<file path="src/rtl/wb_port_arbiter.sv">
// Writeback-port arbiter: grants the single register-file write port to one of EX, LSU load or MUL/DIV
// with starvation promotion. Optional pending-write scoreboard is enabled by defining WB_SCOREBOARD_EN.
module wb_port_arbiter #(
    parameter int STARVE_MAX = 4
) (
    input  logic        clk,
    input  logic        rst,
    input  logic        ex_valid,
    input  logic [2:0]  ex_sel,
    input  logic [4:0]  ex_rd,
    output logic        ex_ready,
    input  logic        ld_valid,
    input  logic [4:0]  ld_rd,
    output logic        ld_ready,
    input  logic        md_valid,
    input  logic [4:0]  md_rd,
    output logic        md_ready,
    output logic [2:0]  wb_sel,
    output logic        rf_we,
    output logic [4:0]  rf_rd,
    output logic        sel_err,
    input  logic        issue_valid,
    input  logic [4:0]  issue_rd,
    output logic [31:0] rd_busy
);
    localparam int CW = (STARVE_MAX < 1) ? 1 : $clog2(STARVE_MAX + 1);
    localparam logic [CW-1:0] CNT_MAX = CW'(STARVE_MAX);

    localparam logic [2:0] SEL_RTYPE = 3'b000;
    localparam logic [2:0] SEL_LD    = 3'b001;
    localparam logic [2:0] SEL_AUIPC = 3'b010;
    localparam logic [2:0] SEL_JAL   = 3'b011;
    localparam logic [2:0] SEL_MD    = 3'b111;

    // Handshake: a transfer happens when valid && ready in the same cycle. ready is
    // combinational from valids and wait counters only; producers hold valid/rd until ready.
    logic [CW-1:0] md_cnt_q, md_cnt_d;
    logic [CW-1:0] ex_cnt_q, ex_cnt_d;
    logic [2:0]    wb_sel_q, wb_sel_d;
    logic          rf_we_q, rf_we_d;
    logic [4:0]    rf_rd_q, rf_rd_d;
    logic          sel_err_q, sel_err_d;

    logic ld_gnt, md_gnt, ex_gnt;
    logic md_prom, ex_prom;
    logic ex_sel_legal;

    assign md_prom      = md_valid && (md_cnt_q == CNT_MAX);
    assign ex_prom      = ex_valid && (ex_cnt_q == CNT_MAX);
    assign ex_sel_legal = (ex_sel == SEL_RTYPE) || (ex_sel == SEL_AUIPC) || (ex_sel == SEL_JAL);

    always_comb begin
        ld_gnt = 1'b0;
        md_gnt = 1'b0;
        ex_gnt = 1'b0;
        if (!rst) begin
            if (md_prom)       md_gnt = 1'b1;
            else if (ex_prom)  ex_gnt = 1'b1;
            else if (ld_valid) ld_gnt = 1'b1;
            else if (md_valid) md_gnt = 1'b1;
            else if (ex_valid) ex_gnt = 1'b1;
        end
    end

    assign ld_ready = ld_gnt;
    assign md_ready = md_gnt;
    assign ex_ready = ex_gnt;

    // Counters only accumulate while a requester is actually being held off.
    always_comb begin
        md_cnt_d = '0;
        ex_cnt_d = '0;
        if (md_valid && !md_gnt)
            md_cnt_d = (md_cnt_q == CNT_MAX) ? CNT_MAX : md_cnt_q + 1'b1;
        if (ex_valid && !ex_gnt)
            ex_cnt_d = (ex_cnt_q == CNT_MAX) ? CNT_MAX : ex_cnt_q + 1'b1;
    end

    always_comb begin
        wb_sel_d  = wb_sel_q;
        rf_rd_d   = rf_rd_q;
        rf_we_d   = 1'b0;
        sel_err_d = sel_err_q;
        if (ld_gnt) begin
            wb_sel_d = SEL_LD;
            rf_rd_d  = ld_rd;
            rf_we_d  = (ld_rd != 5'd0);
        end else if (md_gnt) begin
            wb_sel_d = SEL_MD;
            rf_rd_d  = md_rd;
            rf_we_d  = (md_rd != 5'd0);
        end else if (ex_gnt) begin
            wb_sel_d = ex_sel_legal ? ex_sel : SEL_RTYPE;
            rf_rd_d  = ex_rd;
            rf_we_d  = (ex_rd != 5'd0);
            if (!ex_sel_legal) sel_err_d = 1'b1;
        end
    end

    always_ff @(posedge clk) begin
        if (rst) begin
            md_cnt_q  <= '0;
            ex_cnt_q  <= '0;
            wb_sel_q  <= 3'b000;
            rf_we_q   <= 1'b0;
            rf_rd_q   <= 5'd0;
            sel_err_q <= 1'b0;
        end else begin
            md_cnt_q  <= md_cnt_d;
            ex_cnt_q  <= ex_cnt_d;
            wb_sel_q  <= wb_sel_d;
            rf_we_q   <= rf_we_d;
            rf_rd_q   <= rf_rd_d;
            sel_err_q <= sel_err_d;
        end
    end

    assign wb_sel  = wb_sel_q;
    assign rf_we   = rf_we_q;
    assign rf_rd   = rf_rd_q;
    assign sel_err = sel_err_q;

`ifdef WB_SCOREBOARD_EN
    logic [31:0] rd_busy_q, rd_busy_d;

    // Set is applied after clear so a re-issue of the register being written back stays busy.
    always_comb begin
        rd_busy_d = rd_busy_q;
        if (rf_we_q)
            rd_busy_d[rf_rd_q] = 1'b0;
        if (issue_valid && (issue_rd != 5'd0))
            rd_busy_d[issue_rd] = 1'b1;
        rd_busy_d[0] = 1'b0;
    end

    always_ff @(posedge clk) begin
        if (rst) rd_busy_q <= '0;
        else     rd_busy_q <= rd_busy_d;
    end

    assign rd_busy = rd_busy_q;
`else
    logic unused_issue;
    assign unused_issue = ^{issue_valid, issue_rd};
    assign rd_busy      = 32'd0;
`endif

endmodule

</file>
<file path="config.mk">
export PLATFORM = sky130hd
export DESIGN_NAME = wb_port_arbiter
export DESIGN_NICKNAME = d
export VERILOG_FILES = /design/src/rtl/wb_port_arbiter.sv
export SDC_FILE = /design/constraint.sdc
export NUM_CORES = 1
export LEC_CHECK = 0
export BUFFER_PORTS_ARGS = -buffer_cell sky130_fd_sc_hd__buf_2
export CORE_MARGIN = 1.5
export CORE_UTILIZATION = 41
export DETAILED_ROUTE_END_ITERATION = 8
export GPL_TIMING_DRIVEN = 0
export PLACE_DENSITY = 0.86
export SYNTH_ARGS = -nofsm -noshare
export SYNTH_HDL_FRONTEND = slang
export SYNTH_SLANG_ARGS = --single-unit
</file>
<file path="constraint.sdc">
create_clock -name clk -period 3.15 [get_ports clk]
set_input_delay 0.63 -clock clk [delete_from_list [all_inputs] [get_ports clk]]
set_output_delay 0.63 -clock clk [all_outputs]
set_load 0.01 [all_outputs]
</file>
; Yosys cells after proc, flatten, opt, wreduce, memory -nomap -nowiden
; Cells that the tools add are included.
[word_totals]
regBits = 16
input_bits = 29
out_inout_bits = 45
elab_cells = 67
[classes]
add_sub_neg = 2
n_eq_ne = 4
muxes = 27
bitwise = 5
n_reduce_logical = 20
[op_table]
columns = cell, count
row1 = two-way mux 1 bit, 19
row2 = two-way mux 3 bit, 5
row3 = two-way mux 5 bit, 3
row4 = nonzero test 5 bit, 3
row5 = adder 3 x 1 -> 3 bit (second input constant), 2
row6 = == test 3 x 2 -> 1 bit (second input constant), 2
row7 = == test 3 bit (second input constant), 2
row8 = OR reduction 2 bit, 3
row9 = OR reduction 3 bit, 2
row10 = inverter 1 bit, 5
row11 = logical AND 1 bit, 4
row12 = AND reduction 4 bit, 1
row13 = zero test 3 bit, 1
row14 = nonzero test 3 bit, 1
row15 = zero test 1 bit, 2
row16 = logical OR 1 bit, 2
row17 = nonzero test 2 bit, 1

; Depth between registers and ports, before layout
[logic_depth]
ltp_word = 10
mapped_depth = 8
ltp_nobuf = 7

; Worst setup path before layout
; OpenSTA, ideal clock, no wires.
[synth_timing]
kind = input to output
startpoint = in md_valid
endpoint = out ld_ready
arrival_ps = 1587
t_required_ps = 2520
slack_ps = 933
path_stages = 5
path_buffers = 2
path_cell_list = buf_6 -> and3_1 -> buf_6 -> or4_4 -> clkinv_4
[synth_between]
elab_chain_cells = 3
[synth_lines]
columns = element, line
row1 = start: declaration, 15  ; input logic md_valid,
row2 = logical AND 1 bit, 48  ; assign md_prom = md_valid && (md_cnt_q == CNT_MAX);
row3 = two-way mux 1 bit, 57  ; if (md_prom) md_gnt = 1'b1;
row4 = two-way mux 1 bit, 56  ; if (!rst) begin
row5 = end: declaration, 14  ; output logic ld_ready,
; Every way passes these cells.

; Worst setup path after layout
[layout_timing]
startpoint = reg ex_cnt_q[0]
endpoint = out ld_ready
[layout_between]
elab_chain_cells = 5
[layout_lines]
columns = element, line
row1 = start: declaration, 38  ; logic [CW-1:0] ex_cnt_q, ex_cnt_d;
row2 = start signal: assignment, 110  ; ex_cnt_q <= ex_cnt_d;
row3 = == test 3 bit, 49  ; assign ex_prom = ex_valid && (ex_cnt_q == CNT_MAX);
row4 = logical AND 1 bit, 49
row5 = two-way mux 1 bit, 58  ; else if (ex_prom) ex_gnt = 1'b1;
row6 = two-way mux 1 bit, 57
row7 = two-way mux 1 bit, 56
; Every way passes these cells.

==> flow_metrics.py <==
metrics = {
    "global_route": {
        "grt_max_degree": 11,
        "antenna_found_initial": 0,
        "grt_pass1_vias": 926,
        "grt_remaining_overflow": 0,
        "grt_pass1_wl_mm": 3.83,
        "track_usage_pct": 14.5,
    },
    "clock_tree": {
        "cts-buffers-inserted": 3,
        "clock_latency_ns": 0.29,
        "cts_root_buf": "clkbuf_4",
        "cts_sinks": 16,
        "cts-resized-gates": 0,
        "cts_tree": "built",
        "postCtsHoldBufs": 0,
        "post_cts_buffers": 0,
        "cts-htree-levels": 1,
        "clk_pin_slew_ns": 0.09,
        "clockBufferDepth": 2,
    },
    "sta": {
        "final.setup.worst_slack_ns": 0.453,
        "finalClockSkew_ns": 0.00117,
        "fin_crit_sh_pct": 85.6,
        "min_period_ns": 2.70,
        "fmax_ghz": 0.371,
        "slew_viol_final": 0,
        "hold_viol": 0,
        "fin_hold_ws_ns": 0.474,
        "rsz0062_at_grt": "no",
        "fin_tns_setup_ns": 0,
        "finalSetupViolCount": 0,
    },
    "power_and_ir_drop": {
        "ir_drop_mv": 0.255,
        "p_leak_uw": 0.000802,
        "pwr-share-clk_pct": 28.1,
        "pwr-share-comb_pct": 27.3,
        "p_int_uw": 349,
        "switching_share_pct": 29.3,
        "p_seq_share_pct": 44.6,
        "switching_power_uw": 145,
        "p_per_area_nw_per_um2": 314,
    },
    "detailed_routing": {
        "wl_per_cell_um": 10.3,
        "num_vias": 1087,
        "wirelength_mm": 2.48,
        "firstDrtPassIters": 4,
        "detail-route-antenna-nets": 0,
        "dr.first_iter.drc_count": 26,
        "viasPerCell": 4.51,
        "drc": 0,
    },
    "yosys": {
        "synth.top_cell.area_share_pct": 26.3,
        "yosysSeqAreaShare_pct": 26.3,
        "synth_seq_cells": 16,
        "netlist_area_um2": 1220,
        "synth_ff_type": "dfxtp_1",
        "synth_enable_flop_cells": 0,
        "netlist_instances": 142,
        "synthTopCellsByArea": "dfxtp_1 26%, buf_4 20%, a22oi_2 4.1%",
        "synth_warnings": 0,
        "yosysTopAreaCell": "dfxtp_1",
        "async_flop_share_pct": 0,
        "yosys.cell_types.count": 42,
        "synth_area_per_cell_um2": 8.56,
    },
    "critical_path": {
        "reg2reg_to": "rf_rd[2]$_SDFFE_PP0P_",
        "path_class": "flop to output pin",
        "r2r-start": "ex_cnt_q[0]$_SDFF_PP0_",
        "worstPathRequired_ns": 2.52,
        "arrival_ns": 2.07,
        "path_max_fanout": 6,
        "r2r_slack_ns": 1.20,
        "end_kind": "output pin",
        "r2r_cells": 7,
        "start_kind": "flop",
    },
    "finish": {
        "n_antenna_cell": 0,
        "fin_cells": 241,
        "synthToLayoutAreaGrowth_pct": 29.3,
        "drive_above_1_share_pct": 40.0,
        "nets": 244,
    },
    "place": {
        "hpwl_mm": 2.07,
        "io_buffers": 33,
        "dp.cells": 237,
        "place_ws_ns": 0.704,
        "gp_congestion": 0.870,
    },
    "worst_hold_path": {
        "hold_class": "flop to flop",
        "hold_depth": 1,
        "holdPathEnd": "ex_cnt_q[0]$_SDFF_PP0_",
        "min_from": "ex_cnt_q[0]$_SDFF_PP0_",
    },
    "die": {
        "fp.dieW_um": 57.5,
        "dieArea_um2": 3300,
        "core_area_um2": 2780,
        "io_pins": 74,
        "dieHeight_um": 57.5,
        "num_rows": 19,
        "initial_utilization_pct": 43.7,
    },
    "flow_run": {
        "cap_violations": 0,
    },
    "outcome": {
        "status": "finished, final reports clean",
    },
}
[critical path, stage by stage, from the launching register on]
cell and delay, ns:
dfxtp_1 0.37, inv_1 0.05, ha_1 0.25, and3_1 0.21, buf_6 0.13, or4_4 0.53
clkinv_4 0.10, buf_2 0.13
[synth_stat cells, types with 2 or more instances]
master and n:
a21oi_1 4, a22oi_1 2, a22oi_2 4, a31oi_1 2, and3_1 2, buf_2 2, buf_4 32, buf_6 3
dfxtp_1 16, ha_1 4, inv_1 6, mux2i_1 4, nand2_1 9, nand3_1 4, nor2_1 6, nor3_1 4
o21ai_0 7, o21ai_1 4, o22ai_1 2, or4_1 3
[worst max path at each step]
stage / from / endpoint
2_1_floorplan: md_valid / ld_ready
3_3_place_gp: ex_valid / ld_ready
3_5_place_dp: ex_valid / ld_ready
4_1_cts: ex_cnt_q[0]$_SDFF_PP0_ / ld_ready
5_1_grt: ex_cnt_q[0]$_SDFF_PP0_ / ld_ready
6_report: ex_cnt_q[0]$_SDFF_PP0_ / ld_ready
[final cells by class]
| cell class | count | area [µm²] |
|---|---|---|
| buffer | 37 | 284 |
| clock buffer | 4 | 36.3 |
| fill | 264 | 1210 |
| inverter | 7 | 31.3 |
| multi-input combinational | 113 | 697 |
| sequential | 16 | 320 |
| tap | 31 | 38.8 |
| timing repair buffer | 33 | 165 |
[logic make-up after synthesis]
family                     Yosys count  share of synthesized area (%)
AOI/OAI and AO/OA                   35                           21.5
adders and majority gates            4                           4.12
DFF                                 16                           26.3
and+or+nand+nor                     38                           18.5
muxes                                4                           3.29
buffers and inverters               44                           25.9
other                                1                          0.308
[state kept, by name, summed over array words and instances, names as in the netlist]
| signal | flops |
|---|---|
| ex_cnt_q | 3 |
| md_cnt_q | 3 |
| rf_rd | 5 |
| rf_we | 1 |
| sel_err | 1 |
| wb_sel | 3 |
[per-layer routing]
metal,up-vias,wire length (µm),GRT usage (%)
li1,582,-,-
met1,463,1060,17.5
met2,38,1220,25.8
met3,4,153,2.27
met4,0,39,4.98
met5,-,0,0
[cell usage in the layout, fill, tap and decap left out, types with 2 or more instances in the layout]
cell type,instances
a22oi_2,4
conb_1,32
ha_1,4
a21oi_1,4
o21ai_1,4
clkbuf_4,3
buf_4,32
dfxtp_1,16
o21ai_0,7
inv_1,6
or4_1,3
buf_6,3
buf_2,35
o22ai_1,2
nor3_1,4
nand3_1,4
mux2i_1,4
nor2_1,6
and3_1,2
a31oi_1,2
a22oi_1,2
nand2_1,9
[per-stage QoR]
step | utilization, % | total power (µW) | cell area (µm²)
finish | 56.5 | 493 | 1570
global route | 56.5 | 520 | 1570
CTS | 56.5 | 493 | 1570
detailed placement | 55.2 | 358 | 1540
global placement | 55.2 | 356 | 1540
floorplan | - | 323 | 1330
[power by group through the flow]
stage               Clock (µW)  Sequential (µW)  Combinational (µW)
global placement             0              224                 132
detailed placement           0              224                 134
finish                     139              220                 135
global route               151              221                 148
floorplan                    0              228                94.2
CTS                        140              220                 134
(Power assumes the default switching activity.)
